[config.mk]
export PLATFORM = sky130hd
export DESIGN_NAME = gmux_quad_ctrl_flat
export DESIGN_NICKNAME = d
export VERILOG_FILES = /design/src/rtl/gmux_quad_ctrl_pkg.sv /design/src/rtl/gmux_quad_ctrl_if.sv /design/src/rtl/gmux_quad_ctrl_fsm.sv /design/src/rtl/gmux_quad_ctrl.sv /design/src/flat_wrapper.sv
export SDC_FILE = /design/constraint.sdc
export NUM_CORES = 1
export LEC_CHECK = 0
export ABC_AREA = 1
export ABC_CLOCK_PERIOD_IN_PS = 2710
export CAP_MARGIN = 25
export CORE_ASPECT_RATIO = 1.25
export CORE_MARGIN = 4
export CORE_UTILIZATION = 40
export DETAILED_ROUTE_END_ITERATION = 10
export PLACE_DENSITY_LB_ADDON = 0.1
export REMOVE_ABC_BUFFERS = 1
export SYNTH_ARGS = -nofsm -noshare
export SYNTH_HDL_FRONTEND = slang
export SYNTH_SLANG_ARGS = --single-unit
[constraint.sdc]
create_clock -name clk -period 2.71 [get_ports clk]
set_clock_uncertainty 0.2 [all_clocks]
set_input_delay 0.542 -clock clk [delete_from_list [all_inputs] [get_ports clk]]
set_output_delay 0.542 -clock clk [all_outputs]
set_load 0.05 [all_outputs]
[src/rtl/gmux_quad_ctrl_pkg.sv]
// Shared types and constants for the quadrant global-clock-mux enable controller.
package gmux_quad_ctrl_pkg;

  localparam int unsigned NUM_QUAD  = 4;
  localparam int unsigned QUAD_IDX_W = 2;
  localparam int unsigned CNT_W     = 4;

  localparam int unsigned QUAD_TL = 0;
  localparam int unsigned QUAD_TR = 1;
  localparam int unsigned QUAD_BL = 2;
  localparam int unsigned QUAD_BR = 3;

  typedef enum logic [2:0] {
    ST_SLEEP = 3'd0,
    ST_WAKE  = 3'd1,
    ST_SYNC  = 3'd2,
    ST_ON    = 3'd3,
    ST_DRAIN = 3'd4,
    ST_IDLE  = 3'd5
  } quad_state_e;

  typedef logic [CNT_W-1:0]      cnt_t;
  typedef logic [QUAD_IDX_W-1:0] quad_idx_t;

  // Per-quadrant enable bundle driven toward the global clock mux.
  typedef struct packed {
    logic den;
    logic dynen;
    logic sen;
    logic vlp;
    logic ack;
  } quad_ctl_t;

  localparam quad_ctl_t CTL_RESET = '{den: 1'b0, dynen: 1'b0, sen: 1'b0, vlp: 1'b1, ack: 1'b0};

  function automatic logic is_busy_state(input quad_state_e s);
    return (s == ST_WAKE) || (s == ST_SYNC) || (s == ST_DRAIN);
  endfunction

endpackage

[src/rtl/gmux_quad_ctrl_if.sv]
// Request/enable bus between the quadrant controller and its requester / clock mux.
interface gmux_quad_ctrl_if;
  import gmux_quad_ctrl_pkg::*;

  logic [NUM_QUAD-1:0] req_en;
  logic [NUM_QUAD-1:0] req_vlp;
  logic [NUM_QUAD-1:0] dyn_mode;
  logic [NUM_QUAD-1:0] den;
  logic [NUM_QUAD-1:0] dynen;
  logic [NUM_QUAD-1:0] sen;
  logic [NUM_QUAD-1:0] vlp;
  logic [NUM_QUAD-1:0] ack;
  logic                busy;

  modport master (
    output req_en, req_vlp, dyn_mode,
    input  den, dynen, sen, vlp, ack, busy
  );

  modport slave (
    input  req_en, req_vlp, dyn_mode,
    output den, dynen, sen, vlp, ack, busy
  );
endinterface

[src/rtl/gmux_quad_ctrl_fsm.sv]
// One quadrant's power-state FSM; outputs are registered decodes of the next state.
module gmux_quad_fsm
  import gmux_quad_ctrl_pkg::*;
#(
  parameter int unsigned WAKE_CYC  = 4,
  parameter int unsigned DRAIN_CYC = 2
) (
  input  logic        clk,
  input  logic        rst_n,
  input  logic        req_en,
  input  logic        req_vlp,
  input  logic        dyn_mode,
  input  logic        grant,
  output quad_state_e state,
  output quad_ctl_t   ctl,
  output logic        busy_nxt_c
);

  localparam cnt_t WAKE_LOAD  = CNT_W'(WAKE_CYC - 1);
  localparam cnt_t DRAIN_LOAD = CNT_W'(DRAIN_CYC - 1);

  quad_state_e state_nxt;
  cnt_t        cnt, cnt_nxt;
  logic        dyn_lat, dyn_lat_nxt;
  quad_ctl_t   ctl_nxt;

  always_ff @(posedge clk or negedge rst_n) begin
    if (!rst_n) begin
      state   <= ST_SLEEP;
      cnt     <= '0;
      dyn_lat <= 1'b0;
      ctl     <= CTL_RESET;
    end else begin
      state   <= state_nxt;
      cnt     <= cnt_nxt;
      dyn_lat <= dyn_lat_nxt;
      ctl     <= ctl_nxt;
    end
  end

  always_comb begin
    state_nxt   = state;
    cnt_nxt     = cnt;
    dyn_lat_nxt = dyn_lat;
    ctl_nxt     = '0;

    case (state)
      ST_SLEEP: begin
        if (grant) begin
          state_nxt = ST_WAKE;
          cnt_nxt   = WAKE_LOAD;
        end
      end
      ST_WAKE: begin
        if (cnt == '0) state_nxt = req_en ? ST_SYNC : ST_IDLE;
        else           cnt_nxt   = cnt - CNT_W'(1);
      end
      ST_SYNC: begin
        state_nxt   = ST_ON;
        dyn_lat_nxt = dyn_mode;
      end
      ST_ON: begin
        if (!req_en) begin
          state_nxt = ST_DRAIN;
          cnt_nxt   = DRAIN_LOAD;
        end
      end
      // req_en is not a wake source here; VLP only counts with enable low.
      ST_DRAIN: begin
        if (cnt == '0) state_nxt = (req_vlp && !req_en) ? ST_SLEEP : ST_IDLE;
        else           cnt_nxt   = cnt - CNT_W'(1);
      end
      ST_IDLE: begin
        if (req_en)       state_nxt = ST_SYNC;
        else if (req_vlp) state_nxt = ST_SLEEP;
      end
      default: state_nxt = ST_SLEEP;
    endcase

    case (state_nxt)
      ST_SLEEP: ctl_nxt.vlp = 1'b1;
      ST_SYNC:  ctl_nxt.sen = 1'b1;
      ST_ON: begin
        ctl_nxt.den   = 1'b1;
        ctl_nxt.ack   = 1'b1;
        ctl_nxt.dynen = dyn_lat_nxt;
      end
      default: ctl_nxt = '0;
    endcase

    busy_nxt_c = is_busy_state(state_nxt);
  end

endmodule

[src/rtl/gmux_quad_ctrl.sv]
// Four quadrant FSMs sharing a round-robin wake grant that allows one WAKE at a time.
module gmux_quad_ctrl
  import gmux_quad_ctrl_pkg::*;
#(
  parameter int unsigned WAKE_CYC  = 4,
  parameter int unsigned DRAIN_CYC = 2
) (
  input  logic              clk,
  input  logic              rst_n,
  gmux_quad_ctrl_if.slave   bus
);

  quad_state_e         state [NUM_QUAD];
  quad_ctl_t           ctl   [NUM_QUAD];
  logic [NUM_QUAD-1:0] busy_nxt_c;
  logic [NUM_QUAD-1:0] sleep_req_c;
  logic [NUM_QUAD-1:0] grant_c;
  logic                any_wake_c;
  logic                grant_vld_c;
  quad_idx_t           gnt_idx_c;
  quad_idx_t           ptr;
  logic                busy;

  logic [NUM_QUAD-1:0] den_c, dynen_c, sen_c, vlp_c, ack_c;

  for (genvar i = 0; i < NUM_QUAD; i++) begin : g_quad
    gmux_quad_fsm #(
      .WAKE_CYC  (WAKE_CYC),
      .DRAIN_CYC (DRAIN_CYC)
    ) u_fsm (
      .clk        (clk),
      .rst_n      (rst_n),
      .req_en     (bus.req_en[i]),
      .req_vlp    (bus.req_vlp[i]),
      .dyn_mode   (bus.dyn_mode[i]),
      .grant      (grant_c[i]),
      .state      (state[i]),
      .ctl        (ctl[i]),
      .busy_nxt_c (busy_nxt_c[i])
    );
  end

  always_comb begin
    any_wake_c  = 1'b0;
    sleep_req_c = '0;
    for (int i = 0; i < NUM_QUAD; i++) begin
      if (state[i] == ST_WAKE) any_wake_c = 1'b1;
      sleep_req_c[i] = (state[i] == ST_SLEEP) && bus.req_en[i];
    end
  end

  // Scan from ptr downward in offset so the nearest requester at or after ptr wins.
  always_comb begin
    gnt_idx_c   = ptr;
    grant_vld_c = 1'b0;
    for (int k = NUM_QUAD - 1; k >= 0; k--) begin
      if (sleep_req_c[QUAD_IDX_W'(ptr + QUAD_IDX_W'(k))]) begin
        gnt_idx_c   = QUAD_IDX_W'(ptr + QUAD_IDX_W'(k));
        grant_vld_c = 1'b1;
      end
    end
    grant_vld_c = grant_vld_c && !any_wake_c;
    grant_c     = '0;
    if (grant_vld_c) grant_c[gnt_idx_c] = 1'b1;
  end

  always_ff @(posedge clk or negedge rst_n) begin
    if (!rst_n) begin
      ptr  <= QUAD_IDX_W'(QUAD_TL);
      busy <= 1'b0;
    end else begin
      if (grant_vld_c) ptr <= QUAD_IDX_W'(gnt_idx_c + QUAD_IDX_W'(1));
      busy <= |busy_nxt_c;
    end
  end

  always_comb begin
    den_c   = '0;
    dynen_c = '0;
    sen_c   = '0;
    vlp_c   = '0;
    ack_c   = '0;
    for (int i = 0; i < NUM_QUAD; i++) begin
      den_c[i]   = ctl[i].den;
      dynen_c[i] = ctl[i].dynen;
      sen_c[i]   = ctl[i].sen;
      vlp_c[i]   = ctl[i].vlp;
      ack_c[i]   = ctl[i].ack;
    end
  end

  assign bus.den   = den_c;
  assign bus.dynen = dynen_c;
  assign bus.sen   = sen_c;
  assign bus.vlp   = vlp_c;
  assign bus.ack   = ack_c;
  assign bus.busy  = busy;

endmodule

[src/flat_wrapper.sv]
// flat-port wrapper written by rule: the top's interface ports become plain ports
module gmux_quad_ctrl_flat import gmux_quad_ctrl_pkg::*;
#(
  parameter int unsigned WAKE_CYC  = 4,
  parameter int unsigned DRAIN_CYC = 2
)
  (clk, rst_n, bus_req_en, bus_req_vlp, bus_dyn_mode, bus_den, bus_dynen, bus_sen, bus_vlp, bus_ack, bus_busy);
  gmux_quad_ctrl_if bus_i ();
  input  logic clk;
  input  logic rst_n;
  input wire logic [$bits(bus_i.req_en)-1:0] bus_req_en;
  input wire logic [$bits(bus_i.req_vlp)-1:0] bus_req_vlp;
  input wire logic [$bits(bus_i.dyn_mode)-1:0] bus_dyn_mode;
  output wire logic [$bits(bus_i.den)-1:0] bus_den;
  output wire logic [$bits(bus_i.dynen)-1:0] bus_dynen;
  output wire logic [$bits(bus_i.sen)-1:0] bus_sen;
  output wire logic [$bits(bus_i.vlp)-1:0] bus_vlp;
  output wire logic [$bits(bus_i.ack)-1:0] bus_ack;
  output wire logic [$bits(bus_i.busy)-1:0] bus_busy;
  assign bus_i.req_en = bus_req_en;
  assign bus_i.req_vlp = bus_req_vlp;
  assign bus_i.dyn_mode = bus_dyn_mode;
  assign bus_den = bus_i.den;
  assign bus_dynen = bus_i.dynen;
  assign bus_sen = bus_i.sen;
  assign bus_vlp = bus_i.vlp;
  assign bus_ack = bus_i.ack;
  assign bus_busy = bus_i.busy;
  gmux_quad_ctrl #(.WAKE_CYC(WAKE_CYC), .DRAIN_CYC(DRAIN_CYC)) u_core (.clk(clk), .rst_n(rst_n), .bus(bus_i));
endmodule
# ---- After elaboration in Yosys (flattened, before gate mapping)
# Cells that the tools add are included.
dict set report totals {
  ff_bits 55
  in_bits 14
  out_inout_bits 21
  elab_cells 239
}
dict set report op_classes {
  addsub 8
  n_eq_ne 48
  muxes 95
  n_reduce_logical 48
  magnitude_cmp 6
}
# op count
set ops {}
lappend ops {{$mux 3} 32}
lappend ops {{$pmux 3 s6} 4}
lappend ops {{$mux 4} 13}
lappend ops {{$eq 3x2->1 const B} 16}
lappend ops {{$pmux 4 s3} 4}
lappend ops {{$eq 3x3->1 const B} 12}
lappend ops {{$mux 1} 29}
lappend ops {{$eq 3x1->1 const B} 8}
lappend ops {{$logic_not 3->1} 8}
lappend ops {{$logic_not 4->1} 4}
lappend ops {{$mux 2} 8}
lappend ops {{$ne 2x2->1 const B} 8}
lappend ops {{$reduce_and 4->1} 4}
lappend ops {{$sub 4x1->4 const B} 4}
lappend ops {{$lt 2x3->1 const B} 5}
lappend ops {{$reduce_bool 3->1} 4}
lappend ops {{$logic_and 1x1->1} 10}
lappend ops {{$bmux 1 s2} 4}
lappend ops {{$logic_or 1x1->1} 8}
lappend ops {{$ne 2x1->1 const B} 4}
lappend ops {{$reduce_or 2->1} 4}
lappend ops {{$logic_not 1->1} 5}
lappend ops {{$add 2x1->2 const B} 2}
lappend ops {{$add 2x2->2 const B} 2}
lappend ops {{other kinds (3)} 3}

# ---- Logic depth before layout (Yosys ltp)
# Gate-level depths: netlist of the first run.
dict set report logic_depth {
  depth_word 19
  mapped_depth 17
  ltp_nobuf 17
}

# ---- Modules after synthesis
# A second synthesis of the first run with hierarchy kept.
dict set report hier_totals {
  hier_cells 529
  hier_area_um2 3813.7
}
# mod instances seq_area_each_um2 area_each_um2 cells_per_inst
set by_module_without_submodules {}
lappend by_module_without_submodules {gmux_quad_fsm 4 301.5 823.3 109}
lappend by_module_without_submodules {gmux_quad_ctrl 1 75.1 520.5 93}

# ---- Least setup slack after synthesis of the first run
# No wires, ideal clock.
dict set report synth_path {
  path_kind {register to register}
  start {reg u_core.g_quad[0].u_fsm.cnt[0]}
  end {reg u_core.busy (netlist: u_core.bus.busy)}
  stages_incl_launch_ff 13
  path_buffers 0
  path_slack_ns 0.614
  required_ns 2.391
  period_less_slack_ns 2.096
  setup_ns 0.119
  t_arrival_ns 1.777
  path_cell_list {dfrtp_1 > inv_1 > ha_1 > nand2_1 > nor2_1 > nand2_1 > clkinv_1 > a21oi_1 > or2_1 > nor3_1 > nand4_1 > a21oi_1 > nand2_1}
}
dict set report synth_via {
  elab_chain_cells 7
  elab_cells_between_ends 10
  cone_classes {eq/ne: 3; mux: 3; reduce/logical: 4}
}
# element line
set synth_rtl {}
lappend synth_rtl {{start: declaration} gmux_quad_ctrl_fsm.sv:23} ;# cnt_t cnt, cnt_nxt;
lappend synth_rtl {{start signal: assignment} gmux_quad_ctrl_fsm.sv:35} ;# cnt <= cnt_nxt;
lappend synth_rtl {{$logic_not 4->1 *} {gmux_quad_ctrl_fsm.sv:55, gmux_quad_ctrl_fsm.sv:70}}
lappend synth_rtl {{$mux 3 (on tied branches)} {gmux_quad_ctrl_fsm.sv:70, gmux_quad_ctrl_fsm.sv:55}}
lappend synth_rtl {{$pmux 3 s6 *} gmux_quad_ctrl_fsm.sv:47} ;# case (state)
lappend synth_rtl {{$eq 3x1->1 / $eq 3x2->1 (equally long branches)} gmux_quad_ctrl_pkg.sv:37} ;# return (s == ST_WAKE) || (s == ST_SYNC) || (s == ST_DRAIN);
lappend synth_rtl {{$logic_or 1x1->1} gmux_quad_ctrl_pkg.sv:37}
lappend synth_rtl {{$logic_or 1x1->1 *} gmux_quad_ctrl_pkg.sv:37}
lappend synth_rtl {{$reduce_or 4->1 *} gmux_quad_ctrl.sv:73} ;# busy <= |busy_nxt_c;
lappend synth_rtl {{end signal: assignment} gmux_quad_ctrl.sv:73}
lappend synth_rtl {{end: declaration} gmux_quad_ctrl.sv:22} ;# logic busy;
# Mark *: on every way between the ends. The rest lies on a longest branch, timed or not.
# A chain may end at the register's enable or synchronous reset.

# ---- Worst setup path in the final report of the first run
dict set report layout_path {
  start {in bus_req_en[0]}
  end {reg u_core.busy (netlist: u_core.bus.busy)}
}
dict set report layout_via {
  elab_chain_cells 18
  elab_cells_between_ends 61
  cone_classes {order compare: 2; eq/ne: 12; mux: 33; reduce/logical: 14}
}
# element line
set layout_rtl {}
lappend layout_rtl {{start: declaration} flat_wrapper.sv:11} ;# input wire logic [$bits(bus_i.req_en)-1:0] bus_req_en;
lappend layout_rtl {{$logic_and 1x1->1} gmux_quad_ctrl.sv:48} ;# sleep_req_c[i] = (state[i] == ST_SLEEP) && bus.req_en[i];
lappend layout_rtl {{$bmux 1 s2} gmux_quad_ctrl.sv:57} ;# if (sleep_req_c[QUAD_IDX_W'(ptr + QUAD_IDX_W'(k))]) begin
lappend layout_rtl {{$mux 1 (not written as such)} gmux_quad_ctrl.sv:57}
lappend layout_rtl {{$mux 2 (4 in series)} gmux_quad_ctrl.sv:57}
lappend layout_rtl {{$lt 2x3->1 (not written as such) / $ge 2x1->1 (equally long branches)} gmux_quad_ctrl.sv:64} ;# if (grant_vld_c) grant_c[gnt_idx_c] = 1'b1;
lappend layout_rtl {{$logic_and 1x1->1 (not written as such)} gmux_quad_ctrl.sv:64}
lappend layout_rtl {{$mux 1 (not written as such)} gmux_quad_ctrl.sv:64}
lappend layout_rtl {{$demux 1 s2} -}
lappend layout_rtl {{$mux 4} gmux_quad_ctrl.sv:64}
lappend layout_rtl {{$mux 3} gmux_quad_ctrl_fsm.sv:49} ;# if (grant) begin
lappend layout_rtl {{$pmux 3 s6} gmux_quad_ctrl_fsm.sv:47}
lappend layout_rtl {{$eq 3x1->1 / $eq 3x2->1 (equally long branches)} gmux_quad_ctrl_pkg.sv:37}
lappend layout_rtl {{$logic_or 1x1->1 (2 in series)} gmux_quad_ctrl_pkg.sv:37}
lappend layout_rtl {{$reduce_or 4->1 *} gmux_quad_ctrl.sv:73}
# Mark *: on every way between the ends. The rest lies on a longest branch, timed or not. The select of a mux whose other input is x is not followed.

==> run metrics, run 1 <==
Max H-tree Level 2; Max FO, Critical Path 7; fraction of registers with async set/reset 100.0%; leakage power 1.951 nW; Post-synth top cells nand2_1 (93), inv_1 (77), dfrtp_1 (47); height of the die 107.0 µm; most numerous cell in the Yosys netlist nand2_1; area of the die around 0.0093 mm²; Syn Area/Cell 7.504 µm²; power per standard cell area 1355 mW/mm²; multi-input logic area ~0.0015 mm²; core region area 0.007488 mm²; port bufs 34; fin nets 484; Hold Buf Count CTS 0; Antenna Cells 0; clk buf depth 2; initial cell density of the core 41.89%; sequential element share of the synthesized area 40.85%; final worst setup slack 0.2328 ns; cells after synthesis 418; CTS sink cnt 51; synth warn 0; root buf cell clkbuf_8; top_reg_cell synth dfrtp_1; Max Freq 403.7 MHz; GRT Residual Overflow 0; share of the clock period used by the worst path 91.41%; hold_ws 0.02700 ns; first-pass GRT wire length 11790 µm; Synth area leaders dfrtp_1 (37%), nand2_1 (11%), inv_1 (9.2%); Placed Cells 551; initial antenna violation count 0; Hold WC Path Type primary input to async pin; number of fillers in the final layout 744; area delta synth->final 19.74%; Routed Antenna Nets 0; Post-Place Cell Area around 0.0036 mm²; post-synth top area cell dfrtp_1; Max Slew Vio Count 0; GP Congestion 0.9181; Row Count 35; CTS buffer count 5; CTS tree yes; endpoints failing setup 0; post-layout min period 2.477 ns; via density per instance approximately 4.9; Post-synth EDFFs 0; DP HPWL 5452 µm; Worst-Margin Slew 0.5093 ns; CP startpoint kind primary input; FF/Latch Area 0.001281 mm²; post-synthesis instance area 0.003137 mm²; Max-cap violations 0; die boundary width roughly 87 µm; ratio of cells with drive above 1 in the final layout 13.49%; design area 0.003756 mm²; routed len/inst 12.18 µm; R2R Setup Slk 0.23 ns; vias in the first global route 2691; WP data required 2.71 ns; Crit path arrival time 2.48 ns; largest net degree at the start of global routing 27; outcome complete, no violations; dpl ws -0.08713 ns; Total Routing Usage GR 15.42%; Seq cells post-synth 51; critical path class primary input to register; final count of hold timing violations 0; top-area cell type share of the netlist area 37.50%; worst skew pair latency 0.30 ns; Worst VDD drop 0.5711 mV; Reg clk slew, reported paths 0.10 ns; WL final 6808 µm; Post-route DRC 0; post-synth cell types 40; Starting DRT DRC Count 113; Post-CTS Setup Inserts 0; io pins 35; RSZ-0062 raised after global routing no; routed via count ~2700; post-route insts no fill 559; post_cts resized 0; CP endpoint kind register; Slew headroom 65.94%; TritonRoute pass-1 iters 4
==> metal layers <==
metal | part of all wire (%) | track usage, % | wire length, µm
met5 | 0 | 0 | 0
met4 | 1.6 | 4.496 | 106
met3 | 2.6 | 2.383 | 179
met2 | 51 | 26.98 | 3501
met1 | 44 | 19.37 | 3021
==> state kept, by name (all words and copies together) (netlist names) <==
name / cells
u_core.bus.busy: 1
u_core.g_quad.u_fsm.cnt: 16
u_core.g_quad.u_fsm.ctl: 16
u_core.g_quad.u_fsm.dyn_lat: 4
u_core.g_quad.u_fsm.state: 12
u_core.ptr: 2
==> cells in the final DEF, fill, tap and decap left out, types with 2 or more instances in the layout <==
cell type        synthesis  routed
a21oi_1                 15      15
o31ai_1                  2       2
buf_4                    4      13
clkbuf_8                 0       5
dfstp_2                  4       4
xnor2_1                  4       4
clkdlybuf4s50_1          0      33
nand4_2                  2       2
nand2_2                  6       6
nor2_2                   3       3
nand2_1                 93      93
nand2_4                  2       2
nor3_1                  13      12
or2_2                    2       2
nand3_1                 20      20
nand4_1                 13      13
xor2_1                   4       4
ha_1                     4       4
o21ai_1                 11      11
inv_2                    4       4
nand3_2                  8       8
nor2_4                   5       5
o21ai_0                 14      14
dfrtp_1                 47      47
a211oi_1                 3       3
nor2_1                  43      43
inv_1                   77      77
==> worst paths after layout <==
check | to | from | cells past startpoint
min in group clk | u_core.g_quad[0].u_fsm.dyn_lat | u_core.g_quad[0].u_fsm.dyn_lat | 2
worst min-delay path | u_core.g_quad[0].u_fsm.cnt[1] | rst_n | 2
worst max register to register | u_core.bus.busy | u_core.g_quad[0].u_fsm.cnt[0] | 12
worst min register to register | u_core.g_quad[0].u_fsm.dyn_lat | u_core.g_quad[0].u_fsm.dyn_lat | 2
max in group asynchronous | u_core.g_quad[0].u_fsm.ctl[1] | rst_n | 2
worst max-delay path | u_core.bus.busy | bus_req_en[0] | 14
==> cells by family (layout without fill, tap and decap cells) <==
| kind of cell | Yosys count | after routing | synth area share, % |
|---|---|---|---|
| and+or+nand+nor | 217 | 217 | 34.54 |
| xor gates and xnor gates | 8 | 8 | 2.234 |
| buffers and inverters | 88 | 137 | 11.29 |
| AOI/OAI and AO/OA | 50 | 50 | 9.494 |
| adders and majority gates | 4 | 4 | 1.596 |
| DFF | 51 | 51 | 40.85 |
==> worst max-delay path, cell delays in order <==
cell,delay [ns]
clkdlybuf4s50_1,0.61
nand4_1,0.15
nand2_2,0.09
nand2_1,0.07
nand2_1,0.09
nand3_2,0.08
nand2_1,0.09
nand2_2,0.08
nand2_4,0.11
nor2_2,0.05
nand2_2,0.09
nand4_1,0.14
a21oi_1,0.20
nand2_1,0.07
==> per-stage QoR <==
stage                TNS, ns  power, mW  util [%]
floorplan                  0      3.719         -
global placement    -0.05237      4.537     48.59
CTS                        0      5.146     50.09
global route               0      5.599     50.16
finish                     0      5.090     50.16
detailed placement   -0.5786      4.586     48.59
==> final cells by class <==
cell class	instances	area share (%)
multi-input cells	279	40.11
flip-flops and latches	51	34.11
repair buffers	47	11.53
inverters	82	8.195
well taps	92	3.065
clock buffers	5	1.832
clock inverters	3	1.166
==> power by group <==
part	switching (mW)	total [mW]	internal, mW	leakage, nW
clock network	0.262	0.537	0.275	0.0581
logic	2.08	3.22	1.14	1.25
registers	0.243	1.34	1.09	0.642
total	2.58	5.09	2.51	1.95
No activity file was read; power rests on OpenSTA's default activity.
==> inputs of run 2 (changes only) <==
--- a/config.mk
+++ b/config.mk
@@ -12,7 +12,6 @@
 export CORE_MARGIN = 4
 export CORE_UTILIZATION = 40
 export DETAILED_ROUTE_END_ITERATION = 10
-export PLACE_DENSITY_LB_ADDON = 0.1
 export REMOVE_ABC_BUFFERS = 1
 export SYNTH_ARGS = -nofsm -noshare
 export SYNTH_HDL_FRONTEND = slang
==> run 2 against run 1 <==
  * Non-clock buffer count is 2 higher
  * Total power fell by 1.4%
  * Hold slack about the same
  * Sequential cell count did not move
  * Core utilization down 0.23 points
  * Global-route usage decreased by 0.33 points
  * Design area is 0.47% lower
  * First-iteration DRC count fell by 27%
  * Register-to-register slack improved by 0.06 ns
  * Routed wire length decreased by 2.5%
  * Highest routed layer unchanged
==> run metrics, run 2 (same netlist as run 1, synthesis figures left out) <==
leakage power 1.942 nW; Max Freq about 400 MHz; CP Depth 14; Hold Buf Count CTS 0; area delta synth->final 19.19%; post-layout min period 2.499 ns; Worst-Margin Slew 0.5309 ns; Max Slew Vio Count 0; multi-input logic area 0.001501 mm²; TritonRoute pass-1 iters 4; final count of hold timing violations 0; root buf cell clkbuf_8; die boundary width between 80 and 90 µm; worst r2r src u_core.ptr[0]; CP endpoint kind register; CTS sink cnt 51; Worst VDD drop 0.5163 mV; Post-route DRC 0; beginning of the critical path bus_req_en[2]; outcome complete, no violations; post_cts resized 0; Max-cap violations 0; initial antenna violation count 0; Total Routing Usage GR 15.09%; Post-CTS Setup Inserts 0; Starting DRT DRC Count 83; critical path class primary input to register; endpoints failing setup 0; WL final 6636 µm; routed via count 2749; CTS buffer count 5; Sw Share 51.28%; Hold WC Path Type primary input to async pin; Pint approximately 2.4 mW; Worst Setup EP u_core.bus.busy; port bufs 34; CTS tree yes; R2R Setup Slk 0.29 ns; register share of total power 26.6%; WP buf/inv 2; RSZ-0062 raised after global routing no; FF/Latch Area 0.001281 mm²; power per standard cell area about 1300 mW/mm²; Reg2Reg Depth 14; share of the clock period used by the worst path 92.23%; Largest regs u_core.g_quad.u_fsm.cnt (16), u_core.g_quad.u_fsm.ctl (16), u_core.g_quad.u_fsm.state (12); WP data required 2.71 ns; Max FO, Critical Path 5; number of fillers in the final layout approximately 750; clk buf depth 2; Critical Path Slowest Stage Cell clkdlybuf4s50_1; worst path cell trace clkdlybuf4s50_1 > nand4_1 > nand2_1 > nand2_1 > nand3_1 > nand2_2 > a21oi_4 > nand4_2 > nand3_1 > nand2_1 > nand2_1 > inv_1 > nor2_1 > nand2_1; vias in the first global route 2588; area of the die 0.009331 mm²; height of the die between 100 and 150 µm; Antenna Cells 0; P_sw between 2 and 3 mW; most common cell after layout, fill and taps aside nand2_1; combinational power share 64.7%; CP startpoint kind primary input; design area 0.003739 mm²; DP HPWL 5316 µm; via density per instance ~4.9; post-route insts no fill 561; io pins 35; GP Congestion 0.8726; CP dominant cell by count nand2_1; ratio of cells with drive above 1 in the final layout a little over an eighth; Crit path arrival time 2.50 ns; delay-heaviest family, CP simple AND/OR/NAND/NOR gates; clock share of power under 10%; commonest cells after routing, fill and taps aside nand2_1 (93), inv_1 (77), dfrtp_1 (47); initial cell density of the core 41.89%; largest net degree at the start of global routing 27; Placed Cells 553; worst skew pair latency 0.30 ns; first-pass GRT wire length 11400 µm; fin nets 486; Reg clk slew, reported paths 0.09 ns; routed len/inst 11.83 µm; core region area between 0.007 and 0.008 mm²; end of the worst register-to-register path u_core.bus.busy; Row Count 35; Post-Place Cell Area 0.003654 mm²; Slew headroom 64.23%; GRT Residual Overflow 0; Routed Antenna Nets 0; max incr delay on CP 0.56 ns; Layout Utilization 49.92%; Max H-tree Level 2
-- run 2: worst reg2reg max path: stages, from the launching register on --
cell and delay, ns:
dfrtp_1 0.53, inv_2 0.20, nand4_1 0.15, nand2_1 0.15, nand2_1 0.09, nand3_1 0.09
nand2_2 0.06, a21oi_4 0.22, nand4_2 0.21, nand3_1 0.12, nand2_1 0.05, nand2_1 0.07
inv_1 0.04, nor2_1 0.08, nand2_1 0.05
-- run 2: worst min path at each step --
stage	startpoint	to	slack, ns	cells past startpoint
floorplan	rst_n	u_core.bus.busy	0.05	0
global placement	u_core.g_quad[0].u_fsm.dyn_lat	u_core.g_quad[0].u_fsm.dyn_lat	0.26	2
detailed placement	u_core.g_quad[0].u_fsm.dyn_lat	u_core.g_quad[0].u_fsm.dyn_lat	0.26	2
CTS	rst_n	u_core.g_quad[3].u_fsm.ctl[2]	0.03	2
global route	rst_n	u_core.g_quad[3].u_fsm.ctl[2]	0.04	2
finish	rst_n	u_core.g_quad[3].u_fsm.state[0]	0.03	2
-- run 2: per-layer routing --
layer | global-route usage (%) | part of all wire, %
met2 | 25.52 | 50
met5 | 0 | 0
met1 | 18.60 | 46
met4 | 6.469 | 2.2
met3 | 2.690 | 2.6
-- run 2: layout make-up --
class / count / area share (%)
Sequential cell: 51 / 34.27
Clock buffer: 6 / 1.941
Tap cell: 92 / 3.079
Inverter: 82 / 8.233
Timing Repair Buffer: 49 / 11.98
Multi-Input combinational cell: 279 / 40.16
Clock inverter: 2 / 0.3347
-- run 2: stage by stage --
stage / hold WS (ns) / power [mW] / setup TNS, ns / setup slack (ns)
CTS: 0.02700 / 5.081 / 0 / 0.2294
global placement: 0.2558 / 4.564 / -0.1934 / -0.08589
detailed placement: 0.2595 / 4.617 / -0.3263 / -0.1109
finish: 0.02650 / 5.019 / 0 / 0.2105
global route: 0.04436 / 5.505 / 0 / 0.05536
floorplan: 0.04641 / 3.719 / 0 / 0.6137
-- run 2: power groups by stage --
| stage | Combinational, mW | Clock (mW) | Sequential (mW) |
|---|---|---|---|
| 2_1_floorplan | 2.04 | 0 | 1.68 |
| 3_3_place_gp | 3.22 | 0 | 1.35 |
| 4_1_cts | 3.28 | 0.468 | 1.34 |
| 5_1_grt | 3.63 | 0.490 | 1.38 |
| 3_5_place_dp | 3.26 | 0 | 1.35 |
| 6_report | 3.25 | 0.439 | 1.33 |
==> inputs of run 3 (changes only) <==
--- a/config.mk
+++ b/config.mk
@@ -6,7 +6,6 @@
 export NUM_CORES = 1
 export LEC_CHECK = 0
 export ABC_AREA = 1
-export ABC_CLOCK_PERIOD_IN_PS = 2710
 export CAP_MARGIN = 25
 export CORE_ASPECT_RATIO = 1.25
 export CORE_MARGIN = 4
@@ -16,3 +15,4 @@
 export SYNTH_ARGS = -nofsm -noshare
 export SYNTH_HDL_FRONTEND = slang
 export SYNTH_SLANG_ARGS = --single-unit
+export TNS_END_PERCENT = 30
==> results of run 3 <==
Final layout, timing and power as in run 2 (identical DEF).
